<file path="src/rtl/noc_params.sv">
// Shared NoC types: flit format, VC count, destination widths and traffic-generator states.
package noc_params;

    localparam int VC_NUM            = 4;
    localparam int VC_SIZE           = $clog2(VC_NUM);
    localparam int DEST_ADDR_SIZE_X  = 1;
    localparam int DEST_ADDR_SIZE_Y  = 2;
    localparam int FLIT_DATA_SIZE    = 16;
    localparam int HEAD_PAYLOAD_SIZE = FLIT_DATA_SIZE - DEST_ADDR_SIZE_X - DEST_ADDR_SIZE_Y;
    localparam int BT_HALF           = FLIT_DATA_SIZE / 2;

    typedef enum logic [1:0] {HEAD, BODY, TAIL, HEADTAIL} flit_label_t;

    typedef enum logic [2:0] {TG_IDLE, TG_HEAD, TG_BODY, TG_GAP, TG_DONE} tg_state_t;

    typedef struct packed {
        logic [DEST_ADDR_SIZE_X-1:0]  x_dest;
        logic [DEST_ADDR_SIZE_Y-1:0]  y_dest;
        logic [HEAD_PAYLOAD_SIZE-1:0] head_pl;
    } head_data_t;

    typedef union packed {
        head_data_t                head_data;
        logic [FLIT_DATA_SIZE-1:0] bt_pl;
    } flit_data_t;

    typedef struct packed {
        flit_label_t        flit_label;
        logic [VC_SIZE-1:0] vc_id;
        flit_data_t         data;
    } flit_t;

    function automatic logic [VC_SIZE-1:0] vc_add(input logic [VC_SIZE-1:0] v, input int off);
        return VC_SIZE'((int'(v) + off) % VC_NUM);
    endfunction

endpackage

</file>
<file path="src/rtl/rr_vc_picker.sv">
// Round-robin VC picker: first eligible VC at or after rr_ptr.
// Latency: combinational, zero cycles.
// Backpressure: none; grant_valid=0 when no VC is eligible.
module rr_vc_picker
    import noc_params::*;
(
    input  logic [VC_NUM-1:0]  eligible,
    input  logic [VC_SIZE-1:0] rr_ptr,
    output logic               grant_valid,
    output logic [VC_SIZE-1:0] grant_idx
);

    logic [VC_SIZE-1:0] cand;

    always_comb begin
        grant_valid = 1'b0;
        grant_idx   = '0;
        cand        = '0;
        // scan farthest-first so the nearest eligible VC overwrites and wins
        for (int i = VC_NUM - 1; i >= 0; i--) begin
            cand = vc_add(rr_ptr, i);
            if (eligible[cand]) begin
                grant_valid = 1'b1;
                grant_idx   = cand;
            end
        end
    end

endmodule

</file>
<file path="src/rtl/noc_traffic_gen.sv">
// Per-node wormhole packet injector driving a router local input port.
// Latency: first HEAD one cycle after start; one flit per cycle when not stalled.
// Backpressure: HEAD waits for an allocatable+on VC, BODY/TAIL wait on the locked VC's on/off.
module noc_traffic_gen
    import noc_params::*;
#(
    parameter int MESH_SIZE_X = 2,
    parameter int MESH_SIZE_Y = 3,
    parameter int PKT_LEN_MAX = 8,
    parameter int CNT_W       = 16,
    parameter int GAP_CYCLES  = 0
)(
    input  logic                               clk,
    input  logic                               rst,
    input  logic                               start_i,
    input  logic                               stop_i,
    input  logic [DEST_ADDR_SIZE_X-1:0]        x_dest_i,
    input  logic [DEST_ADDR_SIZE_Y-1:0]        y_dest_i,
    input  logic [$clog2(PKT_LEN_MAX+1)-1:0]   pkt_len_i,
    input  logic [CNT_W-1:0]                   num_pkts_i,
    input  logic [VC_NUM-1:0]                  is_on_off_i,
    input  logic [VC_NUM-1:0]                  is_allocatable_i,
    output flit_t                              data_o,
    output logic                               is_valid_o,
    output logic                               busy_o,
    output logic                               done_o,
    output logic [CNT_W-1:0]                   pkt_cnt_o,
    output logic [CNT_W-1:0]                   flit_cnt_o
);

    localparam int LEN_W = $clog2(PKT_LEN_MAX + 1);
    localparam int GAP_W = (GAP_CYCLES > 1) ? $clog2(GAP_CYCLES) : 1;

    if ($clog2(MESH_SIZE_X) != DEST_ADDR_SIZE_X || $clog2(MESH_SIZE_Y) != DEST_ADDR_SIZE_Y) begin : g_mesh_chk
        $error("mesh size does not match noc_params destination widths");
    end
    if (PKT_LEN_MAX < 1) begin : g_len_chk
        $error("PKT_LEN_MAX must be at least 1");
    end

    tg_state_t                   state;
    tg_state_t                   eop_state;
    logic [DEST_ADDR_SIZE_X-1:0] x_q;
    logic [DEST_ADDR_SIZE_Y-1:0] y_q;
    logic [LEN_W-1:0]            len_q;
    logic [LEN_W-1:0]            idx_q;
    logic [CNT_W-1:0]            num_q;
    logic [VC_SIZE-1:0]          rr_ptr;
    logic [VC_SIZE-1:0]          vc_q;
    logic [GAP_W-1:0]            gap_cnt;
    logic                        stop_pend;
    logic                        stop_eff;
    logic                        last_pkt;
    logic                        body_last;
    logic [VC_NUM-1:0]           eligible;
    logic                        grant_valid;
    logic [VC_SIZE-1:0]          grant_idx;

    assign eligible  = is_allocatable_i & is_on_off_i;
    assign stop_eff  = stop_pend | stop_i;
    assign last_pkt  = (num_q != '0) && ((pkt_cnt_o + CNT_W'(1)) == num_q);
    assign body_last = (idx_q == (len_q - LEN_W'(1)));

    rr_vc_picker u_picker (
        .eligible    (eligible),
        .rr_ptr      (rr_ptr),
        .grant_valid (grant_valid),
        .grant_idx   (grant_idx)
    );

    // where the FSM goes once the current packet's last flit is issued
    always_comb begin
        if (stop_eff || last_pkt) begin
            eop_state = TG_DONE;
        end else if (GAP_CYCLES > 0) begin
            eop_state = TG_GAP;
        end else begin
            eop_state = TG_HEAD;
        end
    end

    always_ff @(posedge clk) begin
        if (rst) begin
            state      <= TG_IDLE;
            x_q        <= '0;
            y_q        <= '0;
            len_q      <= '0;
            idx_q      <= '0;
            num_q      <= '0;
            rr_ptr     <= '0;
            vc_q       <= '0;
            gap_cnt    <= '0;
            stop_pend  <= 1'b0;
            data_o     <= '0;
            is_valid_o <= 1'b0;
            busy_o     <= 1'b0;
            done_o     <= 1'b0;
            pkt_cnt_o  <= '0;
            flit_cnt_o <= '0;
        end else begin
            is_valid_o <= 1'b0;
            done_o     <= 1'b0;
            if (state != TG_IDLE && stop_i) begin
                stop_pend <= 1'b1;
            end

            case (state)
                TG_IDLE: begin
                    if (start_i) begin
                        x_q        <= x_dest_i;
                        y_q        <= y_dest_i;
                        len_q      <= (pkt_len_i == '0) ? LEN_W'(1) : pkt_len_i;
                        num_q      <= num_pkts_i;
                        pkt_cnt_o  <= '0;
                        flit_cnt_o <= '0;
                        busy_o     <= 1'b1;
                        state      <= TG_HEAD;
                    end
                end

                TG_HEAD: begin
                    if (stop_eff) begin
                        state <= TG_DONE;
                    end else if (grant_valid) begin
                        is_valid_o                      <= 1'b1;
                        data_o.flit_label               <= (len_q == LEN_W'(1)) ? HEADTAIL : HEAD;
                        data_o.vc_id                    <= grant_idx;
                        data_o.data.head_data.x_dest    <= x_q;
                        data_o.data.head_data.y_dest    <= y_q;
                        data_o.data.head_data.head_pl   <= HEAD_PAYLOAD_SIZE'(pkt_cnt_o);
                        vc_q                            <= grant_idx;
                        rr_ptr                          <= vc_add(grant_idx, 1);
                        flit_cnt_o                      <= flit_cnt_o + CNT_W'(1);
                        idx_q                           <= LEN_W'(1);
                        if (len_q == LEN_W'(1)) begin
                            pkt_cnt_o <= pkt_cnt_o + CNT_W'(1);
                            gap_cnt   <= '0;
                            state     <= eop_state;
                        end else begin
                            state <= TG_BODY;
                        end
                    end
                end

                TG_BODY: begin
                    // wormhole: the locked VC carries the rest, allocatability no longer matters
                    if (is_on_off_i[vc_q]) begin
                        is_valid_o        <= 1'b1;
                        data_o.flit_label <= body_last ? TAIL : BODY;
                        data_o.vc_id      <= vc_q;
                        data_o.data.bt_pl <= {BT_HALF'(pkt_cnt_o), BT_HALF'(idx_q)};
                        flit_cnt_o        <= flit_cnt_o + CNT_W'(1);
                        idx_q             <= idx_q + LEN_W'(1);
                        if (body_last) begin
                            pkt_cnt_o <= pkt_cnt_o + CNT_W'(1);
                            gap_cnt   <= '0;
                            state     <= eop_state;
                        end
                    end
                end

                TG_GAP: begin
                    if (stop_eff) begin
                        state <= TG_DONE;
                    end else if (gap_cnt == GAP_W'(GAP_CYCLES - 1)) begin
                        state <= TG_HEAD;
                    end else begin
                        gap_cnt <= gap_cnt + GAP_W'(1);
                    end
                end

                TG_DONE: begin
                    done_o    <= 1'b1;
                    busy_o    <= 1'b0;
                    stop_pend <= 1'b0;
                    state     <= TG_IDLE;
                end

                default: state <= TG_IDLE;
            endcase
        end
    end

endmodule

</file>
<file path="config.mk">
export PLATFORM = sky130hd
export DESIGN_NAME = noc_traffic_gen
export DESIGN_NICKNAME = d
export VERILOG_FILES = /design/src/rtl/noc_params.sv /design/src/rtl/rr_vc_picker.sv /design/src/rtl/noc_traffic_gen.sv
export SDC_FILE = /design/constraint.sdc
export NUM_CORES = 1
export LEC_CHECK = 0
export BUFFER_PORTS_ARGS = -buffer_cell sky130_fd_sc_hd__buf_4
export CAP_MARGIN = 10
export CORE_UTILIZATION = 60
export CTS_BUF_LIST = sky130_fd_sc_hd__clkbuf_4 sky130_fd_sc_hd__clkbuf_8 sky130_fd_sc_hd__clkbuf_16
export CTS_CLUSTER_DIAMETER = 120
export DETAILED_ROUTE_END_ITERATION = 7
export GPL_TIMING_DRIVEN = 0
export PLACE_DENSITY_LB_ADDON = 0.05
export SYNTH_ARGS = -nofsm -noshare
export SYNTH_HDL_FRONTEND = slang
export SYNTH_SLANG_ARGS = --single-unit
</file>
<file path="constraint.sdc">
create_clock -name clk -period 3.12 [get_ports clk]
set_input_delay 0 -clock clk [delete_from_list [all_inputs] [get_ports clk]]
set_output_delay 0 -clock clk [all_outputs]
set_load 0.02 [all_outputs]
</file>
Word-level counts from Yosys, hierarchy flattened
Index checks and enable logic that the tools add are counted.

storage, ports and cells
  memories kept = 0
  latch bits = 0
  logic and storage cells = 136
  ROM bits = 0
  input port bits = 35
  flip-flop bits (word level) = 91
  bits in writable memories = 0
  output and inout bits = 55

cells by class
  divide/modulo/power cells = 0
  multiplexer cells = 65
  bitwise logic cells = 3
  reductions and logical operators = 20
  $mul = 0
  magnitude comparators = 5
  $add $sub $neg = 9
  shift operators = 0
  equality and inequality tests = 16

operators by type and width
  cell                                                        count
  2-to-1 mux 16 bit                                           9
  one-hot mux 16 bit (3 select lines)                         2
  2-to-1 mux 20 bit                                           3
  one-hot mux 20 bit (2 select lines)                         1
  adder 16 x 1 -> 16 bit, second input constant               2
  2-to-1 mux 3 bit                                            9
  2-to-1 mux 1 bit                                            21
  equality test 16 bit                                        1
  2-to-1 mux 4 bit                                            4
  nonzero test 16 bit                                         1
  less-than comparator 2 x 3 -> 1 bit, second input constant  5
  inequality test 2 bit, second input constant                7
  AND reduction 7 bit                                         2
  2-to-1 mux 2 bit                                            6
  one-hot mux 3 bit (4 select lines)                          1
  binary-select mux 1 bit (select 2 bit)                      5
  AND reduction 5 bit                                         2
  nonzero test 3 bit                                          3
  one-hot mux 4 bit (2 select lines)                          1
  equality test 3 x 2 -> 1 bit, second input constant         2
  inequality test 3 bit, second input constant                2
  adder 2 x 1 -> 2 bit, second input constant                 2
  adder 2 bit, second input constant                          2
  adder 4 x 1 -> 4 bit, second input constant                 1
  20 further kinds                                            24

Logic depth before layout (Yosys ltp)
  depth after elaboration = 10
  depth in mapped cells = 10
  depth with buffers taken out = 8

Modules after synthesis
A second synthesis with hierarchy kept.

unflattened totals
  cell total of the unflattened synthesis = 587
  area, all modules = 4,709.5 µm²

modules (own cells, without submodules)
  module           cells an instance  instances  area an instance (µm²)
  noc_traffic_gen  574                1          4,631.9
  rr_vc_picker     13                 1          77.6

Worst setup path before layout
No wires, ideal clock.

  kind = flip-flop to flip-flop
  start point = register pkt_cnt_o[1]
  end point = register state[0]
  setup slack = 0.962 ns
  arrival = 2.033 ns
  library setup time = 0.125 ns
  stages on the path, launching flop included = 9
  path buffers = 1
  clock period less this slack = 2.158 ns
  cells stage by stage = dfxtp_1 > ha_1 > and3_1 > clkbuf_1 > a31o_2 > a22oi_1 > nor4_1 > o2111ai_1 > o2bb2ai_1

between the ends
  word-level cells in the longest chain between the ends = 9

ends and longest elaborated chain
  element                               line                    text
  from (decl)                           noc_traffic_gen.sv:27   output logic [CNT_W-1:0] pkt_cnt_o,
  from (signal assigned)                noc_traffic_gen.sv:136  pkt_cnt_o <= pkt_cnt_o + CNT_W'(1);
  from (signal assigned)                noc_traffic_gen.sv:155  pkt_cnt_o <= pkt_cnt_o + CNT_W'(1);
  adder 16 x 1 -> 16 bit *              noc_traffic_gen.sv:61   assign last_pkt = (num_q != '0) && ((pkt_cnt_o + CNT_W'(1)) == num_q);
  equality test 16 bit *                noc_traffic_gen.sv:61
  logical AND 1 bit *                   noc_traffic_gen.sv:61
  logical OR 1 bit *                    noc_traffic_gen.sv:73   if (stop_eff || last_pkt) begin
  2-to-1 mux 3 bit *                    noc_traffic_gen.sv:73
  2-to-1 mux 3 bit                      noc_traffic_gen.sv:135  if (len_q == LEN_W'(1)) begin
  2-to-1 mux 3 bit                      noc_traffic_gen.sv:124  end else if (grant_valid) begin
  2-to-1 mux 3 bit                      noc_traffic_gen.sv:122  if (stop_eff) begin
  one-hot mux 3 bit (4 select lines) *  noc_traffic_gen.sv:107  case (state)
  to (signal assigned)                  noc_traffic_gen.sv:138  state <= eop_state;
  to (signal assigned)                  noc_traffic_gen.sv:157  state <= eop_state;
  to (decl)                             noc_traffic_gen.sv:41   tg_state_t state;

Every way passes the cells marked *; elsewhere a longest branch is shown, timed or not. The select of a mux whose other input is x is not followed.
A chain may end at the register's enable or synchronous reset.

Worst setup path after layout
Same ends and word-level chain as after synthesis.

==> impl_metrics.tcl <==
set metrics [dict create \
    status "completed" \
    via_per_inst 6.22 \
    firstDrtPassIters 5 \
    r2r_start "pkt_cnt_o[1]" \
    cp.arrival_ns 3.01 \
    synth_fp_nets 660 \
    io_pins 90 \
    max_freq_mhz 360 \
    r2r_end "state[0]" \
    synth_compound_area_share_pct 19.6 \
    drv_cap 0 \
    slew_headroom_pct 44.3 \
    area_growth_pct 25.9 \
    die_h_um 91.8 \
    num_vias 5289 \
    routed_wl_mm 15.1 \
    antenna_found_initial 0 \
    yosysWarningCount 0 \
    hp-start "start_i" \
    clockBufferDepth 2 \
    reg2reg_depth 8 \
    gr-total-overflow 0 \
    syn_area_mm2 0.00484 \
    cts_num_sinks 91 \
    first_global_vias 5091 \
    ys_async_sr_fraction_pct 0 \
    crit_path_end_kind "register" \
    finalNonFillerCells 851 \
    drt_first_iter_violations 477 \
    cp_max_fo 10 \
    synth_top_family_by_area "simple AND/OR/NAND/NOR gates" \
    fin_crit_sh_pct 89.1 \
    grt_usage_pct 37.2 \
    synthMuxAreaShare_pct 1.09 \
    clockRootBuffer "clkbuf_8" \
    postCtsSetupBuffers 0 \
    peakVddDrop_v 0.000312 \
    tightest_slew_ns 0.836 \
    path_clk_slew_ns 0.09 \
    cts_resized 0 \
    yosysUniqueCellTypes 61 \
    numCtsBuffers 9 \
    grt_setup_unrepaired "no" \
    hold_viol_final 0 \
    p_per_area_mw_per_mm2 467 \
    grt_pass1_wl_mm 24.8 \
    holdWs_ns 0.134 \
    cp.required_ns 3.35 \
    hpwl_mm 10.7 \
    dominantRegCellSynth "dfxtp_1" \
    hold_depth 3 \
    utilization_pct 78.5 \
    yosys.area_share.simple_pct 28.4 \
    synth_seq_cells 91 \
    rows 32 \
    synthCells 620 \
    place_inst 811 \
    h-tree-depth 3 \
    cts_tree "built" \
    synth_edf_count 0 \
    synth_xor_area_share_pct 7.18 \
    n_antenna_cell 0 \
    nets 784 \
    io_buffer_count 89 \
    postSynthAreaPerCell_um2 7.81 \
    pre_cts_slack_ns 0.520 \
    r2r_setup_slack_ns 0.34 \
    initial_core_util_pct 62.3 \
    hold_path_end "busy_o" \
    p_leak_nw 2.31 \
    fin_crit_ns 2.78 \
    routedWlPerCell_um 17.8 \
    drc_errors 0 \
    drive_gt1_share_pct 17.2 \
    yosys.area_share.adder_pct 1.29 \
    gp_congestion 0.918 \
    die-area_mm2 0.00843 \
    chipWidth_um 91.8 \
    worstSkewPairLatency_ns 0.36 \
    setup_slack_ns 0.339 \
    finalSetupViolCount 0 \
    slew_violations 0 \
    hp-class "in2reg" \
    grt_max_degree 16 \
    ant_nets 0 \
    tns_ns 0 \
    skew_ns 0.00874 \
    critPathLaunchType "register" \
    critical_path_class "reg2reg" \
    coreArea_mm2 0.00777 \
    ys_seq_area_share_pct 37.6 \
]
-- metrics by stage --
stage          cell area [um2]  power [mW]
2_1_floorplan             4840        1.72
3_3_place_gp              5640        1.91
3_5_place_dp              5640        1.93
4_1_cts                   6100        2.82
5_1_grt                   6100        2.96
6_report                  6100        2.85
-- registers in the layout, indices dropped and copies added, names as in the netlist, 2 cells and up --
name and cells:
data_o 20, flit_cnt_o 16, idx_q 4, len_q 4, num_q 16, pkt_cnt_o 16, rr_ptr 2, state 3
vc_q 2, y_q 2
-- cell families (layout without fill, tap and decap cells) --
group	after synthesis	count (layout)
compound gates	144	144
xor+xnor	38	38
fa+ha+maj	5	5
buf+inv	58	187
flops	91	91
mux	4	4
simple gates	280	280
-- cell type report --
cell class              count  area [um2]
clock buffers              10         131
repair buffers            113         908
fillers                   564        1670
flip-flops and latches     91        1820
multi-input cells         471        2790
well taps                 102         128
plain buffers              47         193
clock inverters             6        88.8
inverters                  11        41.3
-- critical path, cell delays in order (launching register included) --
cell and delay [ns]:
dfxtp_1 0.57, ha_1 0.34, and3_1 0.18, clkbuf_1 0.39, a31o_2 0.22, a22oi_1 0.06, nor4_1 0.39, o2111ai_1 0.29
o2bb2ai_1 0.20
-- synth_stat cells, types with 5 or more instances --
| cell type | n | area (um2) |
|---|---|---|
| nand3_1 | 20 | 100 |
| nand4_1 | 10 | 62.6 |
| nor3_1 | 23 | 115 |
| a32oi_1 | 9 | 78.8 |
| xor2_1 | 12 | 105 |
| a22oi_1 | 6 | 45.0 |
| a311oi_1 | 12 | 105 |
| clkbuf_1 | 37 | 139 |
| nor2b_1 | 8 | 50.1 |
| nor2_1 | 61 | 229 |
| and3_1 | 9 | 56.3 |
| o21ai_0 | 21 | 105 |
| xnor2_1 | 25 | 219 |
| a211oi_1 | 11 | 82.6 |
| inv_1 | 11 | 41.3 |
| dfxtp_1 | 91 | 1820 |
| nor4_1 | 9 | 56.3 |
| a21oi_1 | 52 | 260 |
| nand2_1 | 98 | 368 |
| ha_1 | 5 | 62.6 |
| nand2b_1 | 10 | 62.6 |
| buf_2 | 6 | 30.0 |
-- cell usage in the layout (no fill, tap or decap), types with 21 or more instances in the layout --
| cell type | netlist | routed |
|---|---|---|
| nand2_1 | 98 | 98 |
| dfxtp_1 | 91 | 91 |
| buf_4 | 0 | 89 |
| nor2_1 | 61 | 61 |
| a21oi_1 | 52 | 52 |
| clkbuf_1 | 37 | 37 |
| xnor2_1 | 25 | 25 |
| dlygate4sd3_1 | 0 | 24 |
| nor3_1 | 23 | 23 |
| o21ai_0 | 21 | 21 |
-- worst max-delay path by stage --
| stage | cells past startpoint | to | startpoint |
|---|---|---|---|
| after floorplan | 8 | state[0] | pkt_cnt_o[1] |
| after global placement | 8 | state[0] | pkt_cnt_o[1] |
| after detailed placement | 7 | state[0] | pkt_cnt_o[1] |
| after CTS | 8 | state[0] | pkt_cnt_o[1] |
| after global routing | 8 | state[0] | pkt_cnt_o[1] |
| final | 8 | state[0] | pkt_cnt_o[1] |
-- routing by layer --
metal / vias up / share of wire [%] / track usage [%]
li1: 2467 / - / -
met1: 2477 / 42 / 49.2
met2: 307 / 47 / 61.3
met3: 38 / 9.1 / 5.56
met4: 0 / 2.4 / 14.2
met5: - / 0 / 0
-- power breakdown --
group	switching (mW)	total, mW	internal (mW)
clock network	0.438	0.900	0.462
logic	0.403	0.659	0.257
registers	0.0642	1.29	1.23
-- timing repair --
item | CTS | global route
endpoints found under the hold margin | 24 | 0
setup endpoints to repair | 0 | 0
hold buffers | 24 | 0
No activity file was read; power rests on OpenSTA's default activity.
